## config.mk

```make
export PLATFORM = sky130hd
export DESIGN_NAME = inst_fetch_q
export DESIGN_NICKNAME = d
export VERILOG_FILES = /design/src/rtl/inst_fetch_q.sv
export SDC_FILE = /design/constraint.sdc
export NUM_CORES = 1
export LEC_CHECK = 0
export ABC_AREA = 1
export BUFFER_PORTS_ARGS = -buffer_cell sky130_fd_sc_hd__buf_2
export CORE_UTILIZATION = 56
export CTS_BUF_LIST = sky130_fd_sc_hd__clkbuf_8
export DETAILED_ROUTE_END_ITERATION = 10
export HOLD_SLACK_MARGIN = 0.05
export PLACE_DENSITY_LB_ADDON = 0.1
export SETUP_SLACK_MARGIN = 0.4
export SYNTH_ARGS = -nofsm -noshare
export SYNTH_HDL_FRONTEND = slang
export SYNTH_SLANG_ARGS = --single-unit
```

## constraint.sdc

```tcl
create_clock -name clk -period 1.96 [get_ports clk]
set_input_delay 0.392 -clock clk [delete_from_list [all_inputs] [get_ports clk]]
set_output_delay 0.392 -clock clk [all_outputs]
set_load 0.01 [all_outputs]
```

## src/rtl/inst_fetch_q.sv

```systemverilog
// inst_fetch_q: 16-bit memory fetch into a queue of 32-bit instructions,
// with a dispatch handshake toward one execution unit.
// Optional feature macro: ILLEGAL_TRAP_EN. When it is defined, an illegal
// head instruction traps (sticky flag, fetch and dispatch halt until flush).
// When it is undefined, an illegal head is dropped silently.
module inst_fetch_q #(
  parameter int          DEPTH    = 4,
  parameter logic [15:0] RESET_PC = 16'h0000
) (
  input  logic                   clk,
  input  logic                   rst_n,
  output logic                   fetch_req,
  output logic [15:0]            fetch_addr,
  input  logic                   mem_ready,
  input  logic [15:0]            bus_in,
  input  logic                   flush,
  input  logic [15:0]            flush_addr,
  output logic [31:0]            ir,
  output logic [1:0]             sel_eu,
  output logic                   cs,
  input  logic                   ready1,
  output logic [$clog2(DEPTH):0] q_count,
  output logic                   illegal
);

  localparam int PW = $clog2(DEPTH);
  localparam int CW = PW + 1;

  typedef enum logic [1:0] {F_IDLE, F_LO, F_HI, F_PUSH} f_state_t;
  typedef enum logic [1:0] {D_IDLE, D_ISSUE, D_BUSY, D_DONE} d_state_t;

  // Classes 00 (arith_i) and 01 (arith) are executable; 10/11 are not.
  function automatic logic class_legal(input logic [1:0] cls);
    logic ok;
    case (cls)
      2'b00:   ok = 1'b1;
      2'b01:   ok = 1'b1;
      default: ok = 1'b0;
    endcase
    return ok;
  endfunction

  f_state_t        f_state_r, f_next_s;
  d_state_t        d_state_r, d_next_s;
  logic [15:0]     pc_r, pc_next_s;
  logic [15:0]     stage_lo_r, stage_lo_next_s;
  logic [15:0]     stage_hi_r, stage_hi_next_s;
  logic            fetch_req_r, fetch_req_next_s;
  logic [15:0]     fetch_addr_r, fetch_addr_next_s;
  logic [31:0]     ir_r;
  logic [1:0]      sel_eu_r;
  logic            cs_r;
  logic            inflight_r;
  logic            push_s, pop_s, load_s, halt_s;
  logic [31:0]     mem_r [DEPTH];
  logic [PW-1:0]   wr_ptr_r, rd_ptr_r;
  logic [CW-1:0]   q_count_r;
  logic [31:0]     head_s;

  assign head_s     = mem_r[rd_ptr_r];
  assign fetch_req  = fetch_req_r;
  assign fetch_addr = fetch_addr_r;
  assign ir         = ir_r;
  assign sel_eu     = sel_eu_r;
  assign cs         = cs_r;
  assign q_count    = q_count_r;

`ifdef ILLEGAL_TRAP_EN
  logic illegal_r;
  logic set_illegal_s;
  assign halt_s  = illegal_r;
  assign illegal = illegal_r;

  // Sticky trap flag: set by an illegal head, cleared only by flush.
  always_ff @(posedge clk or negedge rst_n) begin
    if (!rst_n) begin
      illegal_r <= 1'b0;
    end else if (flush) begin
      illegal_r <= 1'b0;
    end else if (set_illegal_s) begin
      illegal_r <= 1'b1;
    end
  end
`else
  assign halt_s  = 1'b0;
  assign illegal = 1'b0;
`endif

  // Fetch FSM next state, pc and staging; flush overrides everything.
  always_comb begin
    f_next_s        = f_state_r;
    pc_next_s       = pc_r;
    stage_lo_next_s = stage_lo_r;
    stage_hi_next_s = stage_hi_r;
    push_s          = 1'b0;
    if (flush) begin
      f_next_s  = F_IDLE;
      pc_next_s = flush_addr;
    end else begin
      case (f_state_r)
        F_IDLE: begin
          if ((q_count_r < CW'(DEPTH)) && !halt_s) begin
            f_next_s = F_LO;
          end else begin
            f_next_s = F_IDLE;
          end
        end
        F_LO: begin
          if (mem_ready) begin
            stage_lo_next_s = bus_in;
            f_next_s        = F_HI;
          end else begin
            f_next_s = F_LO;
          end
        end
        F_HI: begin
          if (mem_ready) begin
            stage_hi_next_s = bus_in;
            f_next_s        = F_PUSH;
          end else begin
            f_next_s = F_HI;
          end
        end
        F_PUSH: begin
          push_s    = 1'b1;
          pc_next_s = pc_r + 16'd2;
          f_next_s  = F_IDLE;
        end
        default: f_next_s = F_IDLE;
      endcase
    end
    // The bus outputs are registered, so they are derived from the next state.
    fetch_req_next_s = (f_next_s == F_LO) || (f_next_s == F_HI);
    if (f_next_s == F_HI) begin
      fetch_addr_next_s = pc_next_s + 16'd1;
    end else begin
      fetch_addr_next_s = pc_next_s;
    end
  end

  // Dispatch FSM next state; flush blocks new dispatches but lets one in flight finish.
  always_comb begin
    d_next_s = d_state_r;
    pop_s    = 1'b0;
    load_s   = 1'b0;
`ifdef ILLEGAL_TRAP_EN
    set_illegal_s = 1'b0;
`endif
    case (d_state_r)
      D_IDLE: begin
        if (!flush && (q_count_r != CW'(0)) && !halt_s) begin
          if (class_legal(head_s[31:30])) begin
            if (ready1) begin
              load_s   = 1'b1;
              d_next_s = D_ISSUE;
            end else begin
              d_next_s = D_IDLE;
            end
          end else begin
`ifdef ILLEGAL_TRAP_EN
            set_illegal_s = 1'b1;
`else
            pop_s = 1'b1;
`endif
          end
        end else begin
          d_next_s = D_IDLE;
        end
      end
      D_ISSUE: d_next_s = D_BUSY;
      D_BUSY: begin
        if (!ready1) begin
          d_next_s = D_DONE;
        end else begin
          d_next_s = D_BUSY;
        end
      end
      D_DONE: begin
        if (ready1) begin
          d_next_s = D_IDLE;
          // A flush since dispatch already removed this entry.
          pop_s    = inflight_r && !flush;
        end else begin
          d_next_s = D_DONE;
        end
      end
      default: d_next_s = D_IDLE;
    endcase
  end

  // State registers and registered outputs for both FSMs.
  always_ff @(posedge clk or negedge rst_n) begin
    if (!rst_n) begin
      f_state_r    <= F_IDLE;
      d_state_r    <= D_IDLE;
      pc_r         <= RESET_PC;
      stage_lo_r   <= 16'h0000;
      stage_hi_r   <= 16'h0000;
      fetch_req_r  <= 1'b0;
      fetch_addr_r <= RESET_PC;
      ir_r         <= 32'h0000_0000;
      sel_eu_r     <= 2'b00;
      cs_r         <= 1'b0;
      inflight_r   <= 1'b0;
    end else begin
      f_state_r    <= f_next_s;
      d_state_r    <= d_next_s;
      pc_r         <= pc_next_s;
      stage_lo_r   <= stage_lo_next_s;
      stage_hi_r   <= stage_hi_next_s;
      fetch_req_r  <= fetch_req_next_s;
      fetch_addr_r <= fetch_addr_next_s;
      cs_r         <= (d_next_s == D_ISSUE);
      if (load_s) begin
        ir_r       <= head_s;
        sel_eu_r   <= head_s[31:30];
        inflight_r <= 1'b1;
      end else if (flush || pop_s) begin
        inflight_r <= 1'b0;
      end
    end
  end

  // Circular instruction queue; flush empties it and drops a same-cycle push.
  always_ff @(posedge clk or negedge rst_n) begin
    if (!rst_n) begin
      wr_ptr_r  <= '0;
      rd_ptr_r  <= '0;
      q_count_r <= '0;
      for (int i = 0; i < DEPTH; i++) begin
        mem_r[i] <= 32'h0000_0000;
      end
    end else if (flush) begin
      wr_ptr_r  <= '0;
      rd_ptr_r  <= '0;
      q_count_r <= '0;
    end else begin
      if (push_s) begin
        mem_r[wr_ptr_r] <= {stage_hi_r, stage_lo_r};
        wr_ptr_r        <= wr_ptr_r + PW'(1);
      end
      if (pop_s) begin
        rd_ptr_r <= rd_ptr_r + PW'(1);
      end
      case ({push_s, pop_s})
        2'b10:   q_count_r <= q_count_r + CW'(1);
        2'b01:   q_count_r <= q_count_r - CW'(1);
        default: q_count_r <= q_count_r;
      endcase
    end
  end

endmodule
```

==> results_tabular.tex <==
\begin{tabular}{lr}
\hline
Metric & Value \\
\hline
\multicolumn{2}{l}{\textbf{Outcome}} \\
Run status & complete, but fails checks \\
Failing checks & negative setup slack \\
\multicolumn{2}{l}{\textbf{Placed design}} \\
Cell total after placement & between 1,000 and 1,500 \\
Total of buffers placed on input and output ports & 91 \\
Pre-CTS WS & -0.167 ns \\
Post-detailed-placement half-perimeter wirelength & about 16,000 microns \\
Final estimated routing congestion in global placement & between 0.8 and 0.9 \\
\multicolumn{2}{l}{\textbf{Logic synthesis}} \\
Post-synth EDFFs & 0 \\
Post-synthesis async set-or-reset flop share & 1.00 \\
Commonest cells in the netlist & 246 x nand2\_1, 238 x dfrtp\_1, 232 x o21ai\_0 \\
Primary FF master, synth & dfrtp\_1 \\
Count of cell types in the netlist & 42 \\
Most frequent cell after synthesis & nand2\_1 \\
Number of nets in the synthesized netlist & approximately 1,200 \\
Number of register bits inferred by synthesis & around 240 \\
Seq/Total Area, Yosys & 0.556 \\
Dominant cell type by area after synthesis & dfrtp\_1 \\
Portion of synthesized cell area occupied by the leading cell type & 0.556 \\
Cells after Synth & around 1,200 \\
Synth area leaders & dfrtp\_1 56\%, o21ai\_0 11\%, nand2\_1 8.6\% \\
Average cell area after synthesis & 9.15 sq um \\
Cell area after synthesis & 10,700 sq um \\
Number of warning messages in the yosys log & 0 \\
\multicolumn{2}{l}{\textbf{Timing}} \\
Final Critical Period & 2.02 ns \\
Final worst-path setup slack & -0.0595 ns \\
Setup Viol. Count Final & 8 \\
Clock tree skew after final layout & between 0.02 and 0.03 ns \\
Unrepaired setup endpoints after global routing & true \\
Fin Setup TNS & -0.306 ns \\
Number of hold-slack violations in the final timing report & 0 \\
Max Transition Viols Final & 0 \\
Tcrit/Tclk final & 1.03 \\
Maximum frequency from static timing analysis & between 400 and 500 MHz \\
Slew Limit Headroom & 0.522 \\
Transition time at the pin with the least slew margin & approximately 0.7 ns \\
\multicolumn{2}{l}{\textbf{Cells and area}} \\
Area growth from synthesis to layout & 26.4\% \\
Multi-input gate area & $\sim$4500 sq um \\
Non-filler cells, final & roughly 1,600 \\
Sequential cell area & between 5000 and 6000 sq um \\
\# diodes & 0 \\
Count of nets after finishing & $\sim$1,400 \\
Number of inserted filler cells in the final layout & between 1,000 and 1,500 \\
Fraction of layout instances using a drive strength above 1 & 0.283 \\
\multicolumn{2}{l}{\textbf{Detailed routing}} \\
Vias per Instance & between 5 and 6 \\
Remaining routing DRC violations & 0 \\
Vias & around 8,600 \\
Antenna Nets Post-Route & 0 \\
Routed wirelength normalized by instance count & roughly 17 microns \\
Pre-Repair DR Iteration Count & 5 \\
Number of DRC violations after detailed-routing iteration 0 & roughly 570 \\
Overall routed net length & between 20,000 and 30,000 microns \\
\multicolumn{2}{l}{\textbf{Floorplanning}} \\
Die Wd & approximately 140 microns \\
Initial Util & 0.573 \\
Die Outline Area & slightly below 20,000 sq um \\
Top-level port count & between 90 and 100 \\
Core Footprint & 18,700 sq um \\
Chip Height & between 100 and 150 microns \\
Number of rows in the core area & 50 \\
\multicolumn{2}{l}{\textbf{Worst setup path}} \\
Buffers and inverters on the worst path & 2 \\
Crit path largest cell delay & approximately 0.44 ns \\
Worst Setup Start Kind & flip-flop \\
Cell-by-cell listing of the critical path & buf\_6 > nand2\_4 > nand2\_4 > nor2\_4 > ha\_4 > nand2\_2 > inv\_2 > nand4\_1 > nor2\_4 > nand4\_4 > nor2\_4 > nand2\_1 > nand2\_1 > nand2\_1 \\
CP Class & flip-flop to flip-flop \\
Worst reg-to-reg path cell count & 14 \\
R2r endpoint & fetch\_addr[14] \\
Worst reg2reg path startpoint & f\_state\_r[0] \\
Cell at the slowest stage of the critical path & dfrtp\_2 \\
Sort of element at the end of the critical path & flip-flop \\
Top Family by Delay on Critical Path & simple AND/OR/NAND/NOR gates \\
Worst-path maximum fanout & 4 \\
CP required & 2.38 ns \\
CP Data Arrival Time & 2.44 ns \\
Flop-to-flop setup slack & -0.06 ns \\
\multicolumn{2}{l}{\textbf{Worst hold path}} \\
Depth of the worst hold-timing path & 3 \\
Worst Hold Path EP & pc\_r[15] \\
Origin of the worst min-delay path & flush\_addr[15] \\
Worst min-delay path category & input port to flip-flop \\
\multicolumn{2}{l}{\textbf{GRT}} \\
First-pass GRT wire length & around 43,000 microns \\
Congestion Overflow GR & 0 \\
Largest net degree at the start of global routing & 65 \\
Number of antenna violations at the first check in global routing & 0 \\
Overall routing resource usage & 0.277 \\
Via count of the first global-routing pass & $\sim$8,400 \\
\multicolumn{2}{l}{\textbf{Power and ir drop}} \\
VDD IR-drop max & around 0.00065 V \\
Post-layout total power & $\sim$13 mW \\
Total power density per cell area & 989 nW/um\^{}2 \\
Leakage Power & between 6 and 7 nW \\
\multicolumn{2}{l}{\textbf{Clock network}} \\
Total clock sinks & 238 \\
Clock transition at the register clock pins on the worst setup and hold paths after CTS & about 0.06 ns \\
Total number of H-tree levels & 2 \\
Buffer cell driving the clock tree root & clkbuf\_8 \\
Clk Latency, worst-skew pair & around 0.56 ns \\
Clock tree from TritonCTS & yes \\
Maximum root-to-sink buffer count & 3 \\
CTS Buf Count & between 40 and 50 \\
\multicolumn{2}{l}{\textbf{Job}} \\
Max cap viols & 0 \\
\hline
\end{tabular}
-- repair_timing --
| item | CTS | global route |
|---|---|---|
| gates cloned | 5 | 4 |
| hold buffers | 1 | 0 |
| pin swaps | 22 | 22 |
| hold endpoints to repair | 35 | 0 |
| resized for setup | 79 | 41 |
| buffers inserted | 19 | 11 |
| setup endpoints to repair | 55 | 84 |
-- final cells by class --
type,instances,share of cell area
flip-flops and latches,238,0.440
multi-input cells,763,0.332
repair buffers,177,0.114
clock buffers,53,0.0538
inverters,110,0.0323
well taps,234,0.0216
clock inverters,22,0.00739
-- cells by family (layout without fill, tap and decap cells) --
family / Yosys count / in the layout / synth area share
AOI/OAI and AO/OA: 277 / 277 / 0.135
xor gates and xnor gates: 7 / 7 / 0.00572
adders and majority gates: 13 / 13 / 0.0159
buffers and inverters: 171 / 362 / 0.0629
DFF: 238 / 238 / 0.556
muxes: 31 / 31 / 0.0326
other: 1 / 1 / 0.000350
and+or+nand+nor: 433 / 434 / 0.192
-- layout by cell type, fill, tap and decap left out, types with 21 or more instances in the layout --
master	count
dfrtp_1	235
o21ai_0	228
nand2_1	227
inv_1	114
buf_2	87
nor2_1	79
clkbuf_8	53
buf_4	42
o22ai_1	31
mux2_4	31
nand3_1	25
buf_6	22
nand2_2	21
-- registers in the layout, summed over array words and instances (netlist names), 2 cells and up --
signal / cells
d_state_r: 2
f_state_r: 2
fetch_addr: 16
ir: 32
mem_r: 128
pc_r: 16
q_count: 3
rd_ptr_r: 2
stage_hi_r: 16
stage_lo_r: 16
wr_ptr_r: 2
-- worst max-delay path by stage --
| stage | cells past startpoint | startpoint | to |
|---|---|---|---|
| 4_1_cts | 15 | f_state_r[1] | fetch_addr[12] |
| 5_1_grt | 14 | f_state_r[0] | fetch_addr[15] |
| 3_3_place_gp | 15 | flush | fetch_addr[12] |
| 6_report | 14 | f_state_r[0] | fetch_addr[14] |
| 3_5_place_dp | 14 | flush | fetch_addr[12] |
| 2_1_floorplan | 16 | flush | fetch_addr[12] |
-- per-layer routing --
metal | GRT usage | wire [microns]
met1 | 0.385 | 12300
met2 | 0.445 | 13100
met3 | 0.0448 | 1420
met4 | 0.0920 | 545
met5 | 0 | 0
-- report_power, final --
part           switching (mW)  leakage, nW  internal (mW)
combinational            1.58         3.27           1.32
clock                    2.00        0.493           2.43
sequential              0.440         3.15           5.64
-- through the flow --
stage,hold WS [ns],area [sq um],utilization
finish,0.104,13600,0.725
global route,0.102,13600,0.725
CTS,0.0757,13200,0.706
detailed placement,0.310,11800,0.632
global placement,0.308,11800,0.632
floorplan,0.0964,10800,-
-- tightest hold or removal path, delay by kind of cell --
family | cells | cell delay, ns
buffers and inverters | 2 | 0.15
AO/OA/AOI/OAI | 1 | 0.05
(Power assumes the default switching activity.)
